### src/rtl/mem_stage_pkg.sv
// Shared constants and types for the memory-access stage: bus widths,
// write-back and CSR command encodings, and the store FSM state type.
package mem_stage_pkg;

  localparam int EXE_MEM_W = 187;
  localparam int MEM_WB_W  = 70;
  localparam int FWD_W     = 38;

  localparam logic [2:0] WB_ALU = 3'd0;
  localparam logic [2:0] WB_MEM = 3'd1;
  localparam logic [2:0] WB_PC4 = 3'd2;
  localparam logic [2:0] WB_CSR = 3'd3;

  localparam logic [3:0] CSR_W = 4'b0001;
  localparam logic [3:0] CSR_S = 4'b0010;
  localparam logic [3:0] CSR_C = 4'b0100;

  typedef enum logic {
    ST_IDLE      = 1'b0,
    ST_WAIT_DONE = 1'b1
  } store_state_e;

  // Field order matches the execute-to-memory bus, MSB first.
  typedef struct packed {
    logic [31:0] alu_result;
    logic [4:0]  rd;
    logic        rd_wen;
    logic        mem_we;
    logic        mem_re;
    logic [2:0]  wb_sel;
    logic [31:0] pc;
    logic [31:0] wb_data;
    logic [3:0]  csr_cmd;
    logic [11:0] csr_addr;
    logic [31:0] op1_data;
    logic [31:0] mem_rd_data;
  } exe_mem_bus_t;

endpackage

### src/rtl/mem_store_ctrl.sv
// Store handshake controller: issues one write request per store and holds
// the stage until the store has been acknowledged and the instruction leaves.
//   state        | meaning
//   ST_IDLE      | no store acknowledged yet for the instruction in the stage
//   ST_WAIT_DONE | store acknowledged, waiting for write-back to take it
module mem_store_ctrl
  import mem_stage_pkg::*;
(
  input  logic clk,
  input  logic rst_n,
  input  logic ms_valid,
  input  logic mem_we,
  input  logic ws_allowin,
  input  logic dmem_wack,
  output logic dmem_wreq,
  output logic ms_ready_go,
  output logic ms_leave
);

  store_state_e state_q, state_d;
  logic         is_store;

  always_ff @(posedge clk or negedge rst_n) begin
    if (!rst_n) begin
      state_q <= ST_IDLE;
    end else begin
      state_q <= state_d;
    end
  end

  always_comb begin
    state_d = state_q;
    case (state_q)
      ST_IDLE:      if (dmem_wreq && dmem_wack && !ms_leave) state_d = ST_WAIT_DONE;
      ST_WAIT_DONE: if (ms_leave) state_d = ST_IDLE;
      default:      state_d = ST_IDLE;
    endcase
  end

  // Request depends only on registered state, never on dmem_wack.
  always_comb begin
    is_store    = ms_valid && mem_we;
    dmem_wreq   = is_store && (state_q == ST_IDLE);
    ms_ready_go = !is_store || dmem_wack || (state_q == ST_WAIT_DONE);
    ms_leave    = ms_valid && ms_ready_go && ws_allowin;
  end

endmodule

### src/rtl/mem_stage.sv
// Memory-access pipeline stage: registers the execute bus, performs stores,
// executes CSR read-modify-write commands and selects the write-back value.
module mem_stage
  import mem_stage_pkg::*;
(
  input  logic                 clk,
  input  logic                 rst_n,
  input  logic [EXE_MEM_W-1:0] exe_mem_bus_in,
  input  logic                 es_to_ms_valid,
  output logic                 ms_allowin,
  input  logic                 ws_allowin,
  output logic                 ms_to_ws_valid,
  output logic [MEM_WB_W-1:0]  mem_wb_bus_out,
  output logic [FWD_W-1:0]     mem_id_data_bus,
  output logic                 dmem_wreq,
  output logic [31:0]          dmem_waddr,
  output logic [31:0]          dmem_wdata,
  input  logic                 dmem_wack,
  output logic [11:0]          csr_raddr,
  input  logic [31:0]          csr_rdata,
  output logic                 csr_we,
  output logic [11:0]          csr_waddr,
  output logic [31:0]          csr_wdata
);

  logic         ms_valid_q, ms_valid_d;
  exe_mem_bus_t bus_q, bus_d;
  logic         ms_ready_go;
  logic         ms_leave;
  logic         csr_cmd_ok;
  logic [31:0]  wb_value;
  logic         unused_mem_re;

  assign unused_mem_re = bus_q.mem_re;

  always_ff @(posedge clk or negedge rst_n) begin
    if (!rst_n) begin
      ms_valid_q <= 1'b0;
      bus_q      <= '0;
    end else begin
      ms_valid_q <= ms_valid_d;
      bus_q      <= bus_d;
    end
  end

  always_comb begin
    ms_valid_d = ms_valid_q;
    bus_d      = bus_q;
    if (ms_allowin) ms_valid_d = es_to_ms_valid;
    if (es_to_ms_valid && ms_allowin) bus_d = exe_mem_bus_in;
  end

  mem_store_ctrl u_store_ctrl (
    .clk         (clk),
    .rst_n       (rst_n),
    .ms_valid    (ms_valid_q),
    .mem_we      (bus_q.mem_we),
    .ws_allowin  (ws_allowin),
    .dmem_wack   (dmem_wack),
    .dmem_wreq   (dmem_wreq),
    .ms_ready_go (ms_ready_go),
    .ms_leave    (ms_leave)
  );

  assign ms_allowin     = !ms_valid_q || (ms_ready_go && ws_allowin);
  assign ms_to_ws_valid = ms_valid_q && ms_ready_go;

  // csr_rdata is the pre-write value since the write lands at the clock edge.
  always_comb begin
    wb_value = 32'd0;
    case (bus_q.wb_sel)
      WB_ALU:  wb_value = bus_q.alu_result;
      WB_MEM:  wb_value = bus_q.mem_rd_data;
      WB_PC4:  wb_value = bus_q.pc + 32'd4;
      WB_CSR:  wb_value = csr_rdata;
      default: wb_value = 32'd0;
    endcase
  end

  always_comb begin
    csr_cmd_ok = 1'b1;
    csr_wdata  = 32'd0;
    case (bus_q.csr_cmd)
      CSR_W:   csr_wdata = bus_q.op1_data;
      CSR_S:   csr_wdata = csr_rdata | bus_q.op1_data;
      CSR_C:   csr_wdata = csr_rdata & ~bus_q.op1_data;
      default: csr_cmd_ok = 1'b0;
    endcase
  end

  assign csr_we     = ms_leave && csr_cmd_ok;
  assign csr_raddr  = bus_q.csr_addr;
  assign csr_waddr  = bus_q.csr_addr;
  assign dmem_waddr = bus_q.alu_result;
  assign dmem_wdata = bus_q.wb_data;

  assign mem_wb_bus_out  = {wb_value, bus_q.rd, bus_q.rd_wen, bus_q.pc};
  assign mem_id_data_bus = {wb_value, bus_q.rd_wen & ms_valid_q, bus_q.rd};

endmodule

### config.mk
export PLATFORM = sky130hd
export DESIGN_NAME = mem_stage
export DESIGN_NICKNAME = d
export VERILOG_FILES = /design/src/rtl/mem_stage_pkg.sv /design/src/rtl/mem_store_ctrl.sv /design/src/rtl/mem_stage.sv
export SDC_FILE = /design/constraint.sdc
export NUM_CORES = 1
export LEC_CHECK = 0
export CAP_MARGIN = 20
export CORE_AREA = 2 2 177 179
export CTS_CLUSTER_SIZE = 8
export DETAILED_ROUTE_END_ITERATION = 8
export DIE_AREA = 0 0 179 181
export GPL_ROUTABILITY_DRIVEN = 1
export MAX_ROUTING_LAYER = met4
export PLACE_DENSITY = 0.79
export SLEW_MARGIN = 20
export SYNTH_ARGS = -nofsm -noshare
export SYNTH_HDL_FRONTEND = slang
export SYNTH_SLANG_ARGS = --single-unit
export TNS_END_PERCENT = 50
### constraint.sdc
create_clock -name clk -period 2.1 [get_ports clk]
set_input_delay 0.42 -clock clk [delete_from_list [all_inputs] [get_ports clk]]
set_output_delay 0.42 -clock clk [all_outputs]
set_load 0.01 [all_outputs]
==> results of run 1 <==
synthesized netlist by cell type, types with 4 or more instances:
master	count	share of area
sky130_fd_sc_hd__nand3_1	18	0.0086
sky130_fd_sc_hd__and3_1	5	0.0030
sky130_fd_sc_hd__xnor2_1	8	0.0067
sky130_fd_sc_hd__buf_2	10	0.0048
sky130_fd_sc_hd__o211ai_1	22	0.016
sky130_fd_sc_hd__dfrtp_1	188	0.45
sky130_fd_sc_hd__nand2_1	81	0.029
sky130_fd_sc_hd__nor2_1	25	0.0090
sky130_fd_sc_hd__inv_1	8	0.0029
sky130_fd_sc_hd__mux2_2	188	0.20
sky130_fd_sc_hd__nand4_1	11	0.0066
sky130_fd_sc_hd__o2bb2ai_1	5	0.0042
sky130_fd_sc_hd__mux2i_1	25	0.024
sky130_fd_sc_hd__a32oi_1	4	0.0034
sky130_fd_sc_hd__nor3_1	9	0.0043
sky130_fd_sc_hd__o21ai_0	35	0.017
sky130_fd_sc_hd__o22ai_1	8	0.0048
sky130_fd_sc_hd__buf_4	175	0.13
sky130_fd_sc_hd__a21oi_1	22	0.011
sky130_fd_sc_hd__clkbuf_1	19	0.0068
sky130_fd_sc_hd__and2_1	6	0.0036
sky130_fd_sc_hd__buf_6	6	0.0065
sky130_fd_sc_hd__or4_1	13	0.0093
sky130_fd_sc_hd__and4_1	4	0.0034
sky130_fd_sc_hd__xor2_1	5	0.0042
sky130_fd_sc_hd__mux4_2	4	0.0086
sky130_fd_sc_hd__nor4_1	4	0.0024
worst max path at each step:
stage                                 start             endpoint  cells after the start
after global placement    mem_wb_bus_out[3]   mem_wb_bus_out[66]                      6
after detailed placement  mem_wb_bus_out[3]  mem_id_data_bus[32]                      6
after floorplan           mem_wb_bus_out[2]   mem_wb_bus_out[64]                      6
final                            bus_q[144]  mem_id_data_bus[37]                      6
after global routing      mem_wb_bus_out[3]   mem_wb_bus_out[64]                      7
after CTS                 mem_wb_bus_out[2]  mem_id_data_bus[32]                      7
where the power goes:
part           total [W]  switching (W)  internal, W
combinational    0.00778        0.00341      0.00436
clock            0.00340        0.00153      0.00187
sequential       0.00499       0.000597      0.00440
kinds of logic (layout without fill, tap and decap cells):
group	count (synthesis)	after routing	synth area share
AND/OR/NAND/NOR	189	189	0.0885
adder cells (fa/ha/maj)	1	1	0.00120
flip-flops	188	188	0.451
multiplexers	217	217	0.235
buffers and inverters	221	719	0.148
AO/OA/AOI/OAI	109	109	0.0655
XOR/XNOR	13	13	0.0109
stage by stage:
step	cells	area [um2]	total power (W)	utilization	TNS [ns]
3_5_place_dp	1733	15400	0.0120	0.508	-75.87
2_1_floorplan	938	10500	0.00859	-	-1.75
5_1_grt	1832	17100	0.0169	0.562	-50.29
3_3_place_gp	1733	15400	0.0119	0.508	-70.40
4_1_cts	1804	16600	0.0158	0.547	-40.62
6_report	1832	17100	0.0162	0.562	-42.81
final cells by class:
| class | count | area (um2) | area share |
|---|---|---|---|
| clock inverters | 11 | 131 | 0.00770 |
| repair buffers | 679 | 6420 | 0.377 |
| well taps | 396 | 495 | 0.0291 |
| inverters | 8 | 30.0 | 0.00176 |
| clock buffers | 21 | 470 | 0.0276 |
| flip-flops and latches | 188 | 4710 | 0.276 |
| multi-input cells | 529 | 4790 | 0.281 |
state kept, by name, summed over array words and instances (netlist names):
register,flops
csr_raddr,12
dmem_waddr,32
dmem_wdata,32
u_store_ctrl.state_q,1
ms_valid_q,1
mem_wb_bus_out,33
mem_id_data_bus,5
bus_q,72
timing repair:
action                                 4_1_cts  5_1_grt
hold buffers                                 1        0
pin swaps                                   32       28
cloned                                       3        1
gates resized for setup                    528      114
setup endpoints to repair                   99       99
endpoints found under the hold margin       42        0
buffers inserted                            36       35
critical path, delay by kind of cell, from the launching register on:
kind	cells	cell delay, ns
buffers and inverters	2	0.19
flip-flops	1	0.42
AND/OR/NAND/NOR	4	1.42
per-layer routing:
layer  wire length (um)  global-route usage
met1              16100               0.298
met4               1140              0.0816
met5                  0                   -
met2              19600               0.399
met3               2750              0.0478
==> impl_results.html, run 1 <==
<table>
<tr><th>Metric</th><th>Value</th></tr>
<tr><th colspan="2">Run status</th></tr>
<tr><td>Status</td><td>finished, violations left</td></tr>
<tr><td>Failing checks</td><td>negative setup slack</td></tr>
<tr><th colspan="2">Timing</th></tr>
<tr><td>Actual slew at the worst max-slew pin</td><td>0.454 ns</td></tr>
<tr><td>Worst slew margin</td><td>0.697</td></tr>
<tr><td>Final Hold Vio Count</td><td>0</td></tr>
<tr><td>Endpoints failing setup</td><td>96</td></tr>
<tr><td>Maximum frequency from static timing analysis</td><td>346 MHz</td></tr>
<tr><td>Largest clock skew in the final design</td><td>0.0101 ns</td></tr>
<tr><td>RSZ-0062 raised after global routing</td><td>yes</td></tr>
<tr><td>Number of pins exceeding their max-slew limit in the final report</td><td>0</td></tr>
<tr><td>Final cycle utilization of the critical path</td><td>1.37</td></tr>
<tr><td>Post-layout minimum cycle time</td><td>2.89 ns</td></tr>
<tr><td>Final worst slack</td><td>-0.787 ns</td></tr>
<tr><td>Worst Hold Slack</td><td>0.501 ns</td></tr>
<tr><th colspan="2">Setup path</th></tr>
<tr><td>Critical Path Source Type</td><td>register</td></tr>
<tr><td>Worst flop-to-flop path startpoint</td><td>u_store_ctrl.state_q</td></tr>
<tr><td>Arrival time at the worst endpoint</td><td>2.47 ns</td></tr>
<tr><td>Logic depth of the worst register-to-register path</td><td>8</td></tr>
<tr><td>Max Fanout on Critical Path</td><td>5</td></tr>
<tr><td>Reg-to-reg slack, setup</td><td>0.16 ns</td></tr>
<tr><td>Worst R2R End</td><td>dmem_waddr[1]</td></tr>
<tr><td>Crit-path max cell delay</td><td>0.54 ns</td></tr>
<tr><td>CP max-delay cell</td><td>sky130_fd_sc_hd__or4_4</td></tr>
<tr><td>Class of the most critical setup path</td><td>register to output pin</td></tr>
<tr><td>Cell-by-cell trace of the critical path</td><td>or3b_4 &gt; or3_1 &gt; or4_4 &gt; nand3_4 &gt; buf_6 &gt; buf_6</td></tr>
<tr><td>Dominant cell type by count on the critical path</td><td>sky130_fd_sc_hd__buf_6</td></tr>
<tr><td>Critical path endpoint category</td><td>output pin</td></tr>
<tr><td>Required arrival time at the worst endpoint</td><td>1.68 ns</td></tr>
<tr><th colspan="2">Floorplan</th></tr>
<tr><td>Initial core utilization</td><td>0.344</td></tr>
<tr><td>IO Count</td><td>456</td></tr>
<tr><td>Area of the die</td><td>32,400 um2</td></tr>
<tr><td>Horizontal extent of the die</td><td>179 um</td></tr>
<tr><td>Standard-cell rows</td><td>64</td></tr>
<tr><td>Placeable Area</td><td>30,300 um2</td></tr>
<tr><td>Overall die height</td><td>181 um</td></tr>
<tr><th colspan="2">Run</th></tr>
<tr><td>Count of maximum capacitance violations</td><td>0</td></tr>
<tr><th colspan="2">Clock tree</th></tr>
<tr><td>TritonCTS clock tree</td><td>done</td></tr>
<tr><td>CTS clk-pin slew, worst paths</td><td>0.08 ns</td></tr>
<tr><td>H-Tree Level Count</td><td>4</td></tr>
<tr><td>Count of clock tree sinks</td><td>188</td></tr>
<tr><td>Clock root buffer</td><td>sky130_fd_sc_hd__clkbuf_16</td></tr>
<tr><td>Number of clock buffers inserted by TritonCTS</td><td>17</td></tr>
<tr><td>Clock buffer depth</td><td>2</td></tr>
<tr><td>Insertion delay of the later-clocked pin in the worst-skew pair</td><td>0.44 ns</td></tr>
<tr><th colspan="2">Layout</th></tr>
<tr><td>Commonest non-fill, non-tap cell in the layout</td><td>sky130_fd_sc_hd__clkdlybuf4s50_1</td></tr>
<tr><td>Area overhead of the layout relative to synthesis</td><td>63.3%</td></tr>
<tr><td>Fraction of layout cells with a size suffix above 1</td><td>0.453</td></tr>
<tr><td>Fillers</td><td>2,531</td></tr>
<tr><td>Leading cell types in the layout, fill and taps excluded</td><td>sky130_fd_sc_hd__clkdlybuf4s50_1 (353), sky130_fd_sc_hd__mux2_2 (187), sky130_fd_sc_hd__dfrtp_1 (184)</td></tr>
<tr><td>Nets</td><td>1,648</td></tr>
<tr><td>Antenna diodes</td><td>0</td></tr>
<tr><th colspan="2">Global route</th></tr>
<tr><td>Antenna violations before repair</td><td>0</td></tr>
<tr><td>Global Route Usage Sum</td><td>0.243</td></tr>
<tr><td>Pin count of the biggest net entering global routing</td><td>62</td></tr>
<tr><td>Overflow left after global routing</td><td>0</td></tr>
<tr><td>Via count of the first global-routing pass</td><td>9,612</td></tr>
<tr><td>Global-route wire length before repair</td><td>57,200 um</td></tr>
<tr><th colspan="2">Place</th></tr>
<tr><td>Number of buffers inserted by port buffering</td><td>454</td></tr>
<tr><td>Placer congestion estimate</td><td>0.918</td></tr>
<tr><td>HPWL after DPL</td><td>29,300 um</td></tr>
<tr><td>Post-placement setup slack</td><td>-0.770 ns</td></tr>
<tr><th colspan="2">Power</th></tr>
<tr><td>Max VDD drop</td><td>0.580 mV</td></tr>
<tr><td>Leakage power of the design</td><td>7.25 nW</td></tr>
<tr><td>Power per standard cell area</td><td>948 nW/um2</td></tr>
<tr><th colspan="2">Hold path</th></tr>
<tr><td>Worst min-delay path class</td><td>input pin to async pin</td></tr>
<tr><th colspan="2">Synth</th></tr>
<tr><td>Proportion of register bits with asynchronous set or reset after synthesis</td><td>1.00</td></tr>
<tr><td>Warning count from the yosys run</td><td>0</td></tr>
<tr><td>Synthesized area divided by synthesized cell count</td><td>11.1 um2</td></tr>
<tr><td>Post-Syn Instances</td><td>938</td></tr>
<tr><td>Number of enable-type register cells in the synthesized netlist</td><td>0</td></tr>
<tr><td>Syn Nets</td><td>1,163</td></tr>
<tr><td>Primary flip-flop cell chosen by synthesis mapping</td><td>sky130_fd_sc_hd__dfrtp_1</td></tr>
<tr><td>Portion of the post-synthesis area used by sequential elements</td><td>0.451</td></tr>
<tr><td>Post-synthesis cell type count</td><td>47</td></tr>
<tr><td>#FFs+latches synth</td><td>188</td></tr>
<tr><td>Netlist area before placement</td><td>10,400 um2</td></tr>
<tr><th colspan="2">Drt</th></tr>
<tr><td>Total via count after detailed routing</td><td>9,187</td></tr>
<tr><td>Wire length after detailed routing</td><td>39,600 um</td></tr>
<tr><td>DRC</td><td>0</td></tr>
<tr><td>TritonRoute pass-1 iters</td><td>5</td></tr>
<tr><td>Vias/cell</td><td>5.01</td></tr>
<tr><td>Routed length per instance</td><td>21.6 um</td></tr>
<tr><td>Drt initial violations</td><td>558</td></tr>
<tr><td>Final ANT Viol Nets</td><td>0</td></tr>
</table>
No activity file was read; power rests on OpenSTA's default activity.
==> run 2: changes to the inputs <==
Settings changed: CORE_AREA 2 2 177 179 to unset, CORE_UTILIZATION set to 30, DIE_AREA 0 0 179 181 to unset, PLACE_DENSITY 0.79 to 0.72.
==> run 2 against run 1 <==
Compared with the run above: the run still ends with negative setup slack left; cell area grew 1.7%; clock-buffer cell count shrank 1; highest routed layer unchanged; critical path type unchanged; total power grew 2.0%; maximum frequency shrank 2.8%; setup slack lost 0.082 ns; clock skew shrank 0.0033 ns; critical path depth grew 2; sequential power is essentially flat; first-iteration DRC count shrank 34%; via count shrank 3.0%; register-to-register slack gained 0.15 ns.
==> impl_results.html, run 2 (synthesis results as in run 1) <==
<table>
<tr><th>Metric</th><th>Value</th></tr>
<tr><th colspan="2">Timing</th></tr>
<tr><td>Endpoints failing setup</td><td>96</td></tr>
<tr><td>Final Hold Vio Count</td><td>0</td></tr>
<tr><td>Actual slew at the worst max-slew pin</td><td>0.675 ns</td></tr>
<tr><td>Worst slew margin</td><td>0.550</td></tr>
<tr><td>Worst Hold Slack</td><td>0.0000761 ns</td></tr>
<tr><td>Number of pins exceeding their max-slew limit in the final report</td><td>0</td></tr>
<tr><td>Maximum frequency from static timing analysis</td><td>337 MHz</td></tr>
<tr><td>RSZ-0062 raised after global routing</td><td>yes</td></tr>
<tr><td>Post-layout minimum cycle time</td><td>2.97 ns</td></tr>
<tr><td>Largest clock skew in the final design</td><td>0.00684 ns</td></tr>
<tr><td>Final cycle utilization of the critical path</td><td>1.41</td></tr>
<tr><td>Final worst slack</td><td>-0.869 ns</td></tr>
<tr><th colspan="2">Clock tree</th></tr>
<tr><td>Insertion delay of the later-clocked pin in the worst-skew pair</td><td>0.45 ns</td></tr>
<tr><td>CTS clk-pin slew, worst paths</td><td>0.07 ns</td></tr>
<tr><td>Count of clock tree sinks</td><td>188</td></tr>
<tr><td>TritonCTS clock tree</td><td>done</td></tr>
<tr><td>Post-cts hold buffer count</td><td>0</td></tr>
<tr><td>Clock root buffer</td><td>sky130_fd_sc_hd__clkbuf_16</td></tr>
<tr><td>H-Tree Level Count</td><td>4</td></tr>
<tr><td>Number of clock buffers inserted by TritonCTS</td><td>17</td></tr>
<tr><td>Clock buffer depth</td><td>2</td></tr>
<tr><th colspan="2">Floorplan</th></tr>
<tr><td>Area of the die</td><td>35,600 um2</td></tr>
<tr><td>Initial core utilization</td><td>0.308</td></tr>
<tr><td>Overall die height</td><td>189 um</td></tr>
<tr><td>Standard-cell rows</td><td>67</td></tr>
<tr><td>Horizontal extent of the die</td><td>189 um</td></tr>
<tr><td>Placeable Area</td><td>33,900 um2</td></tr>
<tr><td>IO Count</td><td>456</td></tr>
<tr><th colspan="2">Global route</th></tr>
<tr><td>Antenna violations before repair</td><td>2</td></tr>
<tr><td>Via count of the first global-routing pass</td><td>9,498</td></tr>
<tr><td>Global Route Usage Sum</td><td>0.223</td></tr>
<tr><td>Global-route wire length before repair</td><td>57,500 um</td></tr>
<tr><td>Pin count of the biggest net entering global routing</td><td>73</td></tr>
<tr><td>Overflow left after global routing</td><td>0</td></tr>
<tr><th colspan="2">Drt</th></tr>
<tr><td>Routed length per instance</td><td>20.6 um</td></tr>
<tr><td>TritonRoute pass-1 iters</td><td>4</td></tr>
<tr><td>Final ANT Viol Nets</td><td>0</td></tr>
<tr><td>Wire length after detailed routing</td><td>38,700 um</td></tr>
<tr><td>Total met2 wirelength after detailed routing</td><td>19,200 um</td></tr>
<tr><td>DR top layer</td><td>met4</td></tr>
<tr><td>Total via count after detailed routing</td><td>8,915</td></tr>
<tr><td>DRC</td><td>0</td></tr>
<tr><td>Vias/cell</td><td>4.74</td></tr>
<tr><td>Drt initial violations</td><td>368</td></tr>
<tr><td>Met3 wire length</td><td>2600 um</td></tr>
<tr><td>Sum of routed wire segments on met1</td><td>16,000 um</td></tr>
<tr><th colspan="2">Layout</th></tr>
<tr><td>Post-layout instance count excluding filler cells</td><td>1,882</td></tr>
<tr><td>Register cell area after layout</td><td>4710 um2</td></tr>
<tr><td>Area overhead of the layout relative to synthesis</td><td>66.1%</td></tr>
<tr><td>Leading cell types in the layout, fill and taps excluded</td><td>sky130_fd_sc_hd__clkdlybuf4s50_1 (352), sky130_fd_sc_hd__mux2_2 (186), sky130_fd_sc_hd__dfrtp_1 (185)</td></tr>
<tr><td>Nets</td><td>1,644</td></tr>
<tr><td>Fraction of layout cells with a size suffix above 1</td><td>0.452</td></tr>
<tr><td>Commonest non-fill, non-tap cell in the layout</td><td>sky130_fd_sc_hd__clkdlybuf4s50_1</td></tr>
<tr><td>Register with the most flip-flops</td><td>bus_q</td></tr>
<tr><td>Fillers</td><td>2,953</td></tr>
<tr><td>Flip-flop count of the largest register, all copies and words added</td><td>72</td></tr>
<tr><td>Footprint of the multi-input gates</td><td>4940 um2</td></tr>
<tr><th colspan="2">Setup path</th></tr>
<tr><td>Critical Path Source Type</td><td>register</td></tr>
<tr><td>Class of the most critical setup path</td><td>register to output pin</td></tr>
<tr><td>Max Fanout on Critical Path</td><td>3</td></tr>
<tr><td>Critical path endpoint category</td><td>output pin</td></tr>
<tr><td>Origin of the worst setup path</td><td>mem_wb_bus_out[2]</td></tr>
<tr><td>Arrival time at the worst endpoint</td><td>2.55 ns</td></tr>
<tr><td>Required arrival time at the worst endpoint</td><td>1.68 ns</td></tr>
<tr><td>Worst flop-to-flop path startpoint</td><td>u_store_ctrl.state_q</td></tr>
<tr><th colspan="2">Place</th></tr>
<tr><td>Cell Count Post-Placement</td><td>1,802</td></tr>
<tr><td>HPWL after DPL</td><td>29,700 um</td></tr>
<tr><td>Placer congestion estimate</td><td>0.927</td></tr>
<tr><td>Number of buffers inserted by port buffering</td><td>454</td></tr>
<tr><th colspan="2">Run status</th></tr>
<tr><td>Failing checks</td><td>negative setup slack</td></tr>
<tr><td>Status</td><td>finished, violations left</td></tr>
<tr><th colspan="2">Run</th></tr>
<tr><td>Count of maximum capacitance violations</td><td>0</td></tr>
<tr><th colspan="2">Power</th></tr>
<tr><td>Power per standard cell area</td><td>952 nW/um2</td></tr>
<tr><td>Max VDD drop</td><td>0.683 mV</td></tr>
<tr><td>Leakage power of the design</td><td>7.31 nW</td></tr>
<tr><th colspan="2">Hold path</th></tr>
<tr><td>Worst min-delay path class</td><td>input pin to async pin</td></tr>
</table>
==> run 2: cell count changes in the layout (fill, tap and decap cells not counted), sizes merged, moves of 2 or more <==
cell	before	now
clkinvlp	0	3
clkinv	6	4
dlymetal6s2s	1	3
dlygate4sd2	4	2
diode	0	2
==> run 2: repair_timing <==
item	CTS	global route
gates cloned	1	0
setup buffers	38	22
pin swaps	38	23
hold endpoints to repair	0	0
gates resized for setup	532	127
setup endpoints to repair	99	101
==> run 2: stage by stage <==
stage / power [W] / utilization / worst slack, ns / cell area (um2) / setup TNS, ns
finish: 0.0165 / 0.512 / -0.869 / 17300 / -42.64
global route: 0.0173 / 0.512 / -0.935 / 17300 / -51.61
CTS: 0.0161 / 0.496 / -0.901 / 16800 / -47.19
detailed placement: 0.0122 / 0.462 / -0.740 / 15700 / -92.20
global placement: 0.0121 / 0.462 / -0.725 / 15700 / -92.71
floorplan: 0.00859 / - / -0.218 / 10500 / -1.75
==> run 2: report_power, final <==
group	total, W	switching [W]	internal [W]	leakage [nW]
Sequential	0.00498	0.000587	0.00440	2.19
Combinational	0.00806	0.00349	0.00457	4.83
Clock	0.00346	0.00153	0.00192	0.292
==> run 2: layout make-up <==
type / count / area share
flip-flops and latches: 188 / 0.272
clock buffers: 20 / 0.0258
clock inverters: 12 / 0.00938
multi-input cells: 529 / 0.285
well taps: 448 / 0.0323
inverters: 8 / 0.00195
diodes: 2 / 0.000289
repair buffers: 675 / 0.374
==> run 2: critical path, stage by stage (launching register included) <==
cell and delay (ns):
sky130_fd_sc_hd__dfrtp_1 0.40, sky130_fd_sc_hd__ha_4 0.16, sky130_fd_sc_hd__nand4_1 0.11, sky130_fd_sc_hd__buf_4 0.18, sky130_fd_sc_hd__buf_6 0.11, sky130_fd_sc_hd__or4_4 0.42, sky130_fd_sc_hd__or4_4 0.45, sky130_fd_sc_hd__o221ai_4 0.11
sky130_fd_sc_hd__buf_6 0.15
==> run 2: metal layers <==
metal / GRT usage / vias to the layer above
li1: - / 4119
met1: 0.268 / 4383
met2: 0.378 / 368
met3: 0.0490 / 45
met4: 0.0558 / 0
met5: - / -
==> run 2: worst paths after layout <==
kind	endpoint	slack (ns)	cells past startpoint
setup / recovery	mem_id_data_bus[34]	-0.87	8
hold / removal	mem_wb_bus_out[22]	0.00008	1
setup reg to reg	bus_q[38]	0.31	6
hold reg to reg	bus_q[28]	0.51	1
max in group asynchronous	ms_valid_q	1.35	2
min in group clk	bus_q[28]	0.51	1
